`src/rtl/flappy_pkg.sv`:
```
// Shared definitions for the flappy game datapath.
//
// Contents:
//   flap_state_t   2-bit debounce FSM state encoding
//                  (IDLE=0, ARM_PRESS=1, HELD=2, ARM_RELEASE=3)
//   is_pressed()   true for the states in which the debounced button is
//                  considered down (HELD and ARM_RELEASE)
package flappy_pkg;

    typedef enum logic [1:0] {
        IDLE        = 2'd0,
        ARM_PRESS   = 2'd1,
        HELD        = 2'd2,
        ARM_RELEASE = 2'd3
    } flap_state_t;

    // ARM_RELEASE still counts as pressed: the button has not yet been
    // confirmed released, so the debounced level must stay high.
    function automatic logic is_pressed(input flap_state_t s);
        return (s == HELD) || (s == ARM_RELEASE);
    endfunction

endpackage

```
`src/rtl/edge_tick.sv`:
```
// Rising-edge tick generator for one bit of the free-running divider count.
//
// Ports:
//   clk     in   system clock
//   clkdiv  in   32-bit free-running divider count (same clock domain)
//   tick    out  high for exactly one cycle after each 0->1 transition of
//                clkdiv[BIT]
//
// The tap register has no reset on purpose: it keeps following the divider
// while the rest of the design is held in reset, so the first cycle after
// reset release never sees a stale 0 in the tap and never fires a false tick.
// Falling edges (including the 32-bit wrap) never produce a tick.
module edge_tick #(
    parameter int BIT = 16
) (
    input  logic        clk,
    input  logic [31:0] clkdiv,
    output logic        tick
);

    logic tap_q;

    // Only one divider bit matters; the rest are folded away here.
    logic [31:0] other_bits;
    logic        unused_other_bits;

    assign other_bits        = clkdiv & ~(32'd1 << BIT);
    assign unused_other_bits = ^other_bits;

    always_ff @(posedge clk) begin
        tap_q <= clkdiv[BIT];
    end

    assign tick = clkdiv[BIT] & ~tap_q;

endmodule

```
`src/rtl/flap_debounce.sv`:
```
// Flap push-button debouncer.
//
// Samples the synchronised button on rising edges of clkdiv[SAMPLE_BIT] and
// only changes the debounced state after STABLE_CNT consecutive agreeing
// samples. Produces a registered debounced level plus one-cycle press and
// release strobes (the strobes are gated by en; the level is not).
//
// Ports:
//   clk            in   system clock
//   rst            in   synchronous active-low reset
//   clkdiv         in   32-bit free-running divider count
//   btn_raw        in   raw asynchronous button, active-high
//   en             in   strobe enable (state tracking ignores it)
//   btn_level      out  debounced button level
//   flap_pulse     out  one-cycle strobe on debounced press
//   release_pulse  out  one-cycle strobe on debounced release
//
// Parameters:
//   SAMPLE_BIT  divider bit whose rising edge is the sample tick
//               (sample period 2^(SAMPLE_BIT+1) clk cycles)
//   STABLE_CNT  consecutive agreeing samples needed, 1..255
module flap_debounce
    import flappy_pkg::*;
#(
    parameter int SAMPLE_BIT = 16,
    parameter int STABLE_CNT = 8
) (
    input  logic        clk,
    input  logic        rst,
    input  logic [31:0] clkdiv,
    input  logic        btn_raw,
    input  logic        en,
    output logic        btn_level,
    output logic        flap_pulse,
    output logic        release_pulse
);

    localparam int            CW   = $clog2(STABLE_CNT + 1);
    localparam logic [CW-1:0] ONE  = CW'(1);
    // cnt+1 == STABLE_CNT is tested as cnt == STABLE_CNT-1 so no carry bit
    // is needed.
    localparam logic [CW-1:0] LAST = CW'(STABLE_CNT - 1);

    logic        tick;
    logic        btn_p0;
    logic        btn_s;

    flap_state_t   state;
    flap_state_t   state_next;
    logic [CW-1:0] cnt;
    logic [CW-1:0] cnt_next;
    logic          press_event;
    logic          release_event;

    edge_tick #(
        .BIT (SAMPLE_BIT)
    ) u_tick (
        .clk    (clk),
        .clkdiv (clkdiv),
        .tick   (tick)
    );

    // ---- stage: two-flop synchroniser for the asynchronous button ----
    always_ff @(posedge clk) begin
        if (!rst) begin
            btn_p0 <= 1'b0;
            btn_s  <= 1'b0;
        end else begin
            btn_p0 <= btn_raw;
            btn_s  <= btn_p0;
        end
    end

    // ---- stage: debounce FSM next-state (moves only on tick cycles) ----
    always_comb begin
        state_next = state;
        cnt_next   = cnt;
        if (tick) begin
            unique case (state)
                IDLE: begin
                    if (btn_s) begin
                        cnt_next   = ONE;
                        state_next = (STABLE_CNT == 1) ? HELD : ARM_PRESS;
                    end
                end
                ARM_PRESS: begin
                    if (!btn_s) begin
                        state_next = IDLE;
                        cnt_next   = '0;
                    end else if (cnt == LAST) begin
                        state_next = HELD;
                        cnt_next   = '0;
                    end else begin
                        cnt_next = cnt + ONE;
                    end
                end
                HELD: begin
                    if (!btn_s) begin
                        cnt_next   = ONE;
                        state_next = (STABLE_CNT == 1) ? IDLE : ARM_RELEASE;
                    end
                end
                ARM_RELEASE: begin
                    if (btn_s) begin
                        state_next = HELD;
                        cnt_next   = '0;
                    end else if (cnt == LAST) begin
                        state_next = IDLE;
                        cnt_next   = '0;
                    end else begin
                        cnt_next = cnt + ONE;
                    end
                end
                default: begin
                    state_next = IDLE;
                    cnt_next   = '0;
                end
            endcase
        end
    end

    // Strobes fire only on a genuine level change; aborted arming
    // (ARM_RELEASE->HELD, ARM_PRESS->IDLE) crosses no pressed/released
    // boundary and so yields nothing.
    assign press_event   = tick && !is_pressed(state) && (state_next == HELD);
    assign release_event = tick &&  is_pressed(state) && (state_next == IDLE);

    // ---- stage: state register and registered outputs ----
    always_ff @(posedge clk) begin
        if (!rst) begin
            state         <= IDLE;
            cnt           <= '0;
            btn_level     <= 1'b0;
            flap_pulse    <= 1'b0;
            release_pulse <= 1'b0;
        end else begin
            state         <= state_next;
            cnt           <= cnt_next;
            btn_level     <= is_pressed(state_next);
            flap_pulse    <= press_event & en;
            release_pulse <= release_event & en;
        end
    end

endmodule

```
`config.mk`:
```
export PLATFORM = sky130hd
export DESIGN_NAME = flap_debounce
export DESIGN_NICKNAME = d
export VERILOG_FILES = /design/src/rtl/flappy_pkg.sv /design/src/rtl/edge_tick.sv /design/src/rtl/flap_debounce.sv
export SDC_FILE = /design/constraint.sdc
export NUM_CORES = 1
export LEC_CHECK = 0
export BUFFER_PORTS_ARGS = -buffer_cell sky130_fd_sc_hd__buf_2
export CAP_MARGIN = 0
export CORE_MARGIN = 3
export CORE_UTILIZATION = 41
export DETAILED_ROUTE_END_ITERATION = 10
export PLACE_DENSITY = 0.81
export SLEW_MARGIN = 20
export SYNTH_ARGS = -nofsm -noshare
export SYNTH_HDL_FRONTEND = slang
export SYNTH_SLANG_ARGS = --single-unit
```
`constraint.sdc`:
```
create_clock -name clk -period 2.1 [get_ports clk]
set_input_delay 0.42 -clock clk [delete_from_list [all_inputs] [get_ports clk]]
set_output_delay 0.42 -clock clk [all_outputs]
set_load 0.01 [all_outputs]
```
==> results_dict.tcl <==
set metrics [dict create \
    netlist_area_sq_um 533.0 \
    power_mw 0.3897 \
    antennaDiodeCount 0 \
    netlist_top_cells_area "dfxtp_1 45%, a21boi_1 4.2%, a32o_2 4.2%" \
    max-vdd-ir-drop_mv 0.3800 \
    cts.clk_slew.worst_paths_ps 70 \
    min_delay_path_depth 1 \
    most_used_standard_cells_in_the_synthesized_netlist "12 x dfxtp_1, 5 x nand2_1, 3 x a21boi_1" \
    synth_flop_cell "dfxtp_1" \
    fp.dieH_microns 42.06 \
    nNetsFinal 99 \
    status "completed" \
    worstSkewPairLatency_ps 270 \
    totalWireLength_microns 887 \
    number_of_global_route_vias_before_repair 405 \
    timing_hold_violations_final 0 \
    cts_tree "done" \
    synth.distinct_cells 29 \
    post-route-min-period_ps 1336 \
    design.die.area_sq_um 1769 \
    final.setup_skew_ps 7.113 \
    htreeDepth 1 \
    max_slew.worst_pin.slew_ps 311.9 \
    mappedNetlistNets 88 \
    grt_antenna_before_repair 0 \
    dr.pass1.iters 4 \
    cp_max_fo 4 \
    wl_per_cell_microns 11.99 \
    groute.usage.overall 0.1327 \
    cellPowerDensity_nw_per_um2 644.9 \
    setup-violations-final 0 \
    synth_edf_count 0 \
    number_of_fillers_in_the_final_layout 110 \
    share_of_post_route_cells_with_drive_strength_above_1 0.2500 \
    dp_hpwl_microns 645.4 \
    synth-seq-area-share 0.4507 \
    dieWidth_microns 42.06 \
    core_sq_um 1156 \
    cts.path.max_buffers 2 \
    area.growth.synth_to_final_pct 13.38 \
    initial_drc_count 1 \
    critical_path_required_ps 2290 \
    tns_ps 0 \
    synth.top_cell.area_share 0.4507 \
    grt_setup_unrepaired "no" \
    worst_setup_end_kind "register" \
    detail-route-antenna-nets 0 \
    cts-resized-gates 0 \
    grt_max_degree 13 \
    floorplan.io_pins 39 \
    type_of_the_setup_path_with_the_least_slack "reg2reg" \
    grt-ovfl-total 0 \
    synth_area_leader_cell "dfxtp_1" \
    fmax_mhz 748.5 \
    io_buffers 7 \
    timing.critical_path.from_type "register" \
    asyncSetResetFlopFracSynth 0 \
    maxSlewViolCount 0 \
    drv_cap 0 \
    max_slew_margin 0.7906 \
    cp.arrival_ps 1530 \
    post-route-period-util 0.6362 \
    initial_core_util 0.4610 \
    number_of_buffers_created_by_cts 3 \
    post-cts-setup-buffers 0 \
    synth_area_per_cell_sq_um 10.45 \
    ys_ff_latch 12 \
    min-delay-path-class "in2reg" \
    clockRootBuffer "clkbuf_4" \
    leakagePower_nw 0.2526 \
    synth_most_common_cell "dfxtp_1" \
    cts-hold-fix-buffers 0 \
    gp_congestion 0.8099 \
    via_per_inst 5.622 \
    drc 0 \
    yosys_warnings 0 \
    clkSinkCount 12 \
    rr_worst_depth 4 \
    routed-via-count 416 \
    placement_rows 12 \
    postSynthCellCount 51 \
    global_route_wire_length_before_repair_microns 1725 \
]
final timing paths:
kind                                       to  slack, ps  startpoint
worst max-delay path            release_pulse        760      cnt[0]
worst min-delay path             u_tick.tap_q        290  clkdiv[16]
worst max register to register  release_pulse        760      cnt[0]
worst min register to register          btn_s        440      btn_p0
state kept, by name, summed over array words and instances (netlist names):
signal         flops
flap_pulse         1
u_tick.tap_q       1
cnt                4
btn_level          1
release_pulse      1
state              2
btn_s              1
btn_p0             1
worst max-delay path, cell delays in order (launching register included):
cell     delay, ps
dfxtp_1        360
ha_1           230
nand2_1        100
or3_4          360
nor4_2         210
layer usage:
metal / vias up / global-route usage / wire length (microns)
met2: 9 / 0.2006 / 396
met5: - / 0 / 0
li1: 212 / - / -
met4: 0 / 0.07453 / 27
met1: 191 / 0.1440 / 401
met3: 4 / 0.07725 / 62
cell families (layout without fill, tap and decap cells):
kind of cell,count (synthesis),count (layout),synth area share
multiplexers,2,2,0.03991
XOR/XNOR,2,2,0.03287
AO/OA/AOI/OAI,9,9,0.1408
flip-flops,12,12,0.4507
adder cells (fa/ha/maj),1,1,0.02347
buffers and inverters,2,11,0.01407
AND/OR/NAND/NOR,23,23,0.2981
power breakdown:
| group | internal [mW] | total (mW) | switching [mW] | leakage [nW] |
|---|---|---|---|---|
| clock | 0.0664 | 0.138 | 0.0712 | 0.0138 |
| sequential | 0.231 | 0.233 | 0.00244 | 0.0975 |
| combinational | 0.00853 | 0.0187 | 0.0101 | 0.141 |
| total | 0.306 | 0.390 | 0.0838 | 0.253 |
per-stage QoR:
| step | util | setup WS [ps] | cells | area (sq um) | hold slack, ps |
|---|---|---|---|---|---|
| after floorplan | - | 858.7 | 51 | 533.0 | 411.9 |
| after global placement | 0.5032 | 681.8 | 71 | 581.8 | 414.1 |
| after detailed placement | 0.5032 | 660.7 | 71 | 581.8 | 424.5 |
| after CTS | 0.5227 | 743.3 | 74 | 604.3 | 283.6 |
| after global routing | 0.5227 | 650.2 | 74 | 604.3 | 293.4 |
| final | 0.5227 | 764.0 | 74 | 604.3 | 290.8 |
cell type report:
type                       instances  area (sq um)  area share
sequential                        12         240.2      0.3975
timing repair buffer               7         35.03     0.05797
multi-input combinational         37         285.3      0.4721
inverter                           1         3.754    0.006211
clock buffer                       3         22.52     0.03727
tap                               14         17.52     0.02899
cell usage in the layout (no fill, tap or decap), types with 2 or more instances in the layout:
cell	count
a21boi_1	3
and2_1	2
dfxtp_1	12
buf_2	7
nand3b_1	2
and3_1	2
nand2_1	5
nor2_1	2
clkbuf_4	3
a32o_2	2
(Power assumes the default switching activity.)
